--- src/rtl/noc_pkg.sv ---
// Shared NoC definitions: flit layout, flit types, output port encoding.
package noc_pkg;

   localparam int unsigned FLIT_W    = 32;
   localparam int unsigned COORD_W   = 3;
   localparam int unsigned NUM_PORTS = 5;

   // Field positions inside a flit
   localparam int unsigned TYPE_HI = 31;
   localparam int unsigned TYPE_LO = 30;
   localparam int unsigned DX_HI   = 29;
   localparam int unsigned DX_LO   = 27;
   localparam int unsigned DY_HI   = 26;
   localparam int unsigned DY_LO   = 24;

   // One-hot output port bit positions
   localparam int unsigned PORT_L = 0;
   localparam int unsigned PORT_N = 1;
   localparam int unsigned PORT_E = 2;
   localparam int unsigned PORT_S = 3;
   localparam int unsigned PORT_W = 4;

   typedef enum logic [1:0] {
      FLIT_EMPTY = 2'b00,
      FLIT_HEAD  = 2'b01,
      FLIT_BODY  = 2'b10,
      FLIT_TAIL  = 2'b11
   } flit_type_e;

   // Flit as seen by the routing stage; dest fields are meaningful on heads only
   typedef struct packed {
      flit_type_e          ftype;
      logic [COORD_W-1:0]  dest_x;
      logic [COORD_W-1:0]  dest_y;
      logic [23:0]         payload;
   } flit_t;

   typedef enum logic [1:0] {
      RC_IDLE   = 2'b00,
      RC_ACTIVE = 2'b01,
      RC_DROP   = 2'b10
   } rc_state_e;

endpackage

--- src/rtl/xy_route_calc.sv ---
// Combinational XY dimension-order route: resolve X first, then Y, else local.
module xy_route_calc
   import noc_pkg::*;
(
   input  logic [COORD_W-1:0]   dest_x,
   input  logic [COORD_W-1:0]   dest_y,
   input  logic [COORD_W-1:0]   router_x,
   input  logic [COORD_W-1:0]   router_y,
   output logic [NUM_PORTS-1:0] port_onehot_c
);

   // Pick exactly one output port from the unsigned coordinate comparison
   always_comb begin
      port_onehot_c = '0;
      if (dest_x > router_x)
         port_onehot_c[PORT_E] = 1'b1;
      else if (dest_x < router_x)
         port_onehot_c[PORT_W] = 1'b1;
      else if (dest_y > router_y)
         port_onehot_c[PORT_N] = 1'b1;
      else if (dest_y < router_y)
         port_onehot_c[PORT_S] = 1'b1;
      else
         port_onehot_c[PORT_L] = 1'b1;
   end

endmodule

--- src/rtl/route_compute_unit.sv ---
// Per-input routing stage: decodes head flits, locks the output port for the
// packet, sinks stray body/tail flits and counts protocol errors.
module route_compute_unit
   import noc_pkg::*;
#(
   parameter int unsigned ROUTER_X  = 0,
   parameter int unsigned ROUTER_Y  = 0,
   parameter int unsigned ERR_CNT_W = 8
) (
   input  logic                  clk,
   input  logic                  rst,
   input  logic [FLIT_W-1:0]     input_flit,
   input  logic                  Data_Request_Switching,
   output logic                  Data_Request_Routing,
   output logic [NUM_PORTS-1:0]  out_port,
   output logic                  drop_flit,
   output logic                  packet_active,
   output logic [ERR_CNT_W-1:0]  err_count
);

   rc_state_e             state_q, state_n;
   flit_t                 front;
   logic [NUM_PORTS-1:0]  route_c;
   logic                  consume;
   logic                  err_inc;
   logic                  head_pend_q, head_pend_n;
   logic                  drr_n, drop_n, act_n;
   logic [NUM_PORTS-1:0]  port_n;
   logic [ERR_CNT_W-1:0]  err_n;

   assign front   = flit_t'(input_flit);
   // The buffer pops on the negedge after a posedge seeing both request and grant
   assign consume = Data_Request_Switching & Data_Request_Routing;

   xy_route_calc u_xy_route_calc (
      .dest_x        (front.dest_x),
      .dest_y        (front.dest_y),
      .router_x      (COORD_W'(ROUTER_X)),
      .router_y      (COORD_W'(ROUTER_Y)),
      .port_onehot_c (route_c)
   );

   // State and registered outputs
   always_ff @(posedge clk or posedge rst) begin
      if (rst) begin
         state_q              <= RC_IDLE;
         head_pend_q          <= 1'b0;
         Data_Request_Routing <= 1'b0;
         out_port             <= '0;
         drop_flit            <= 1'b0;
         packet_active        <= 1'b0;
         err_count            <= '0;
      end else begin
         state_q              <= state_n;
         head_pend_q          <= head_pend_n;
         Data_Request_Routing <= drr_n;
         out_port             <= port_n;
         drop_flit            <= drop_n;
         packet_active        <= act_n;
         err_count            <= err_n;
      end
   end

   // Next state and next output values
   always_comb begin
      state_n     = state_q;
      head_pend_n = head_pend_q;
      drr_n       = 1'b0;
      port_n      = out_port;
      drop_n      = 1'b0;
      act_n       = 1'b0;
      err_inc     = 1'b0;

      unique case (state_q)
         RC_IDLE: begin
            port_n      = '0;
            head_pend_n = 1'b0;
            unique case (front.ftype)
               FLIT_HEAD: begin
                  state_n     = RC_ACTIVE;
                  port_n      = route_c;
                  drr_n       = 1'b1;
                  act_n       = 1'b1;
                  head_pend_n = 1'b1;
               end
               FLIT_BODY, FLIT_TAIL: begin
                  state_n = RC_DROP;
                  drop_n  = 1'b1;
                  drr_n   = 1'b1;
                  err_inc = 1'b1;
               end
               default: ;
            endcase
         end

         RC_ACTIVE: begin
            act_n = 1'b1;
            drr_n = (front.ftype != FLIT_EMPTY);
            if (consume) begin
               // First consume of a packet is its own head; later heads are errors
               head_pend_n = 1'b0;
               if (front.ftype == FLIT_TAIL) begin
                  state_n = RC_IDLE;
                  port_n  = '0;
                  drr_n   = 1'b0;
                  act_n   = 1'b0;
               end else if ((front.ftype == FLIT_HEAD) && !head_pend_q) begin
                  err_inc = 1'b1;
               end
            end
         end

         RC_DROP: begin
            port_n = '0;
            if (consume) begin
               state_n = RC_IDLE;
            end else begin
               drop_n = 1'b1;
               drr_n  = 1'b1;
            end
         end

         default: begin
            state_n     = RC_IDLE;
            port_n      = '0;
            head_pend_n = 1'b0;
         end
      endcase

      // Saturating protocol-error counter
      if (err_inc && (err_count != {ERR_CNT_W{1'b1}}))
         err_n = err_count + ERR_CNT_W'(1);
      else
         err_n = err_count;
   end

endmodule

--- config.mk ---
export PLATFORM = sky130hd
export DESIGN_NAME = route_compute_unit
export DESIGN_NICKNAME = d
export VERILOG_FILES = /design/src/rtl/noc_pkg.sv /design/src/rtl/xy_route_calc.sv /design/src/rtl/route_compute_unit.sv
export SDC_FILE = /design/constraint.sdc
export NUM_CORES = 1
export LEC_CHECK = 0
export CORE_ASPECT_RATIO = 0.75
export CORE_MARGIN = 10
export CORE_UTILIZATION = 25
export DETAILED_ROUTE_END_ITERATION = 8
export PLACE_DENSITY = 0.56
export SLEW_MARGIN = 30
export SYNTH_ARGS = -nofsm -noshare
export SYNTH_HDL_FRONTEND = slang
export SYNTH_SLANG_ARGS = --single-unit
export TNS_END_PERCENT = 100
--- constraint.sdc ---
create_clock -name clk -period 3.75 [get_ports clk]
set_clock_uncertainty 0.1 [all_clocks]
set_input_delay 0.75 -clock clk [delete_from_list [all_inputs] [get_ports clk]]
set_output_delay 0.75 -clock clk [all_outputs]
set_load 0.01 [all_outputs]
==> run metrics <==
switching share of total power=35.21%; routed len/inst=between 10 and 15 um; RSZ-0062 raised after global routing=no; overall die height=71.52 um; Leak Pwr=0.5453 nW; switching power total=0.0002597 W; slowest cell delay on critical path=0.51 ns; H-tree levels=1; Setup TNS=0 ns; PortBufs=24; Comb pwr share=39.9%; Synth top area share=48.09%; CTS max path bufs=2; 1st-iter DRT viols=16; Routed Antenna Nets=0; Setup Slack @ Placement=0.9503 ns; Reg power frac=roughly two fifths; first-pass GRT wire length=3.387 mm; Rows=18; Ant. Diodes=0; Slowest cell on crit path=clkdlybuf4s50_1; worst r2r src=err_count[0]; cell area after layout=about 0.0012 mm2; Placed Area=0.001164 mm2; CP cell instances=clkdlybuf4s50_1, inv_1, ha_1, o21a_1, o32ai_2, mux2_2; Reg area=425.4 um2; crit share post-route=approximately two thirds; initial core utilization=26.36%; Clk pin slew, worst setup/hold paths=0.07 ns; predominant post-synthesis flop cell=dfrtp_1; # Post-CTS Setup Buffers=0; crit end category=flip-flop; fin nets=155; final worst slack=around 1.2 ns; f_max=396.5 MHz; Worst Path Buf+Inv=2; core area=0.003356 mm2; DIE WIDTH=88.69 um; crit path from=input_flit[30]; worst-skew pair later-pin latency=between 0.2 and 0.3 ns; share of cells above drive strength 1=8.850%; Startpoint Class=primary input; Hold-fix buffers, CTS=0; total power=0.0007375 W; I/O pins=51; total track usage=roughly 6.7%; Area contributors post-synth=dfrtp_1 (48%), ha_1 (8.5%), xor2_1 (4.0%); final setup vio count=0; Top delay family on crit path=buffers and inverters; Hold/Removal Path Class=reg -> reg; yosys warns=0; First-pass DRT Iterations=4; Seq cells post-synth=17; die footprint=0.006342 mm2; Fin. Hold Viols=0; post-synthesis sequential area ratio=48.09%; Syn Inst Count=86; Synth area leader=dfrtp_1; TritonCTS Sinks=17; final wirelength=2.008 mm; number of fill cells=332; Mean Syn Cell Area=10.29 um2; Tightest Pin Transition=approximately 0.64 ns; # Max-Cap Violations=0; WP data required=3.79 ns; Post-synth EDFFs=0; GP Congestion=0.8115; Max FO, Critical Path=7; Synth Cell Area=884.6 um2; Vias=688; Peak supply drop=between 0.1 and 0.15 mV; Max-slew headroom=57.17%; ys async rst share=100.0%; hpwl dp=1.627 mm; Clock power frac=18.4%; CTS buffer count=3; P per Cell Area=610.2 mW/mm2; WP data arrival=about 2.6 ns; Final Max Slew Viols=0; vias in the first global route=738; pin count of the biggest net entering global routing=18; Root Buffer=clkbuf_8; CTS tree=done; post-cts gate resize count=0; Vias/cell=4.497; worst setup path class=in -> reg; total congestion overflow=0; hold path start=out_port[2]; Int Pwr=0.0004778 W; status=finished, final reports clean; post-route minimum period=2.522 ns; Yosys cell types=27; area of the multi-input gates=between 400 and 500 um2; initial antenna violation count=0; drt drc=0; Layout area overhead=36.63%
## stage by stage
stage,hold WS (ns),instances,util (%)
after floorplan,0.3653,87,-
after global placement,0.3637,149,34.68
after detailed placement,0.3776,149,34.68
after CTS,0.3932,153,36.02
after global routing,0.4266,153,36.02
final,0.3890,153,36.02
## Yosys cell counts, drive strengths merged (2+ instances only)
master / n
buf: 2
ha: 6
a21oi: 5
nor4: 2
nand3: 4
xor2: 4
nand2b: 4
o21ai: 4
nand2: 8
dfrtp: 17
nor3: 4
a22o: 2
inv: 4
nor2: 8
## cells by family (layout without fill, tap and decap cells)
| kind of cell | after synthesis | after routing | synth area share [%] |
|---|---|---|---|
| muxes | 1 | 1 | 1.273 |
| adders and majority gates | 6 | 6 | 8.486 |
| buffers and inverters | 6 | 32 | 3.394 |
| other | 1 | 2 | 0.4239 |
| and+or+nand+nor | 34 | 34 | 21.08 |
| DFF | 17 | 17 | 48.09 |
| xor gates and xnor gates | 5 | 5 | 4.950 |
| AOI/OAI and AO/OA | 16 | 16 | 12.31 |
## per-layer routing
layer | vias up | global-route usage, % | part of all wire (%)
met5 | - | 0 | 0
met4 | 0 | 2.147 | 0.70
met3 | 2 | 2.712 | 5.8
met2 | 16 | 11.26 | 50
met1 | 325 | 7.526 | 44
li1 | 345 | - | -
## path summary, 6_finish.rpt
path	to	cells past startpoint	slack [ns]
max in group asynchronous	err_count[7]	2	2.35
min in group asynchronous	out_port[0]	2	0.79
min	out_port[2]	2	0.39
max	err_count[1]	6	1.23
max reg2reg	err_count[1]	4	1.87
min reg2reg	out_port[2]	2	0.39
## layout make-up
| type | instances | share of cell area, % |
|---|---|---|
| Multi-Input combinational cell | 64 | 35.82 |
| Sequential cell | 17 | 35.20 |
| Timing Repair Buffer | 24 | 19.88 |
| Tap cell | 40 | 4.141 |
| Clock buffer | 4 | 3.727 |
| Inverter | 4 | 1.242 |
## worst reg2reg max path, stage by stage, from the launching register on
cell and delay [ns]:
dfrtp_1 0.41, ha_1 0.24, nand3_1 0.11, o32ai_2 0.51
mux2_2 0.40
## power by group through the flow
stage	Sequential, W	Clock (W)	Combinational (W)
after floorplan	0.000322	0	0.000139
after global placement	0.000309	0	0.000295
after detailed placement	0.000311	0	0.000300
after CTS	0.000309	0.000138	0.000302
after global routing	0.000320	0.000146	0.000329
final	0.000308	0.000135	0.000294
## state kept, by name (all words and copies together) (netlist names)
register,count
err_count,8
Data_Request_Routing,1
head_pend_q,1
out_port,3
drop_flit,1
packet_active,1
state_q,2
## cell usage in the layout, fill, tap and decap left out
cell,count
o31ai_1,1
xnor2_1,1
o21ai_0,4
clkbuf_8,3
o21a_1,1
nor2_1,8
nand2b_1,4
mux2_2,1
nor4_2,1
clkdlybuf4s50_1,24
conb_1,2
inv_1,4
ha_1,6
or2_2,1
nand3_1,4
clkbuf_1,1
a21oi_1,5
and2b_2,1
dfrtp_1,17
and3_1,1
a31oi_1,1
or3_1,1
nor3_1,4
a22o_1,2
nor4_4,1
xor2_1,4
o32ai_2,1
a31o_2,1
nand2_1,8
(Power assumes the default switching activity.)
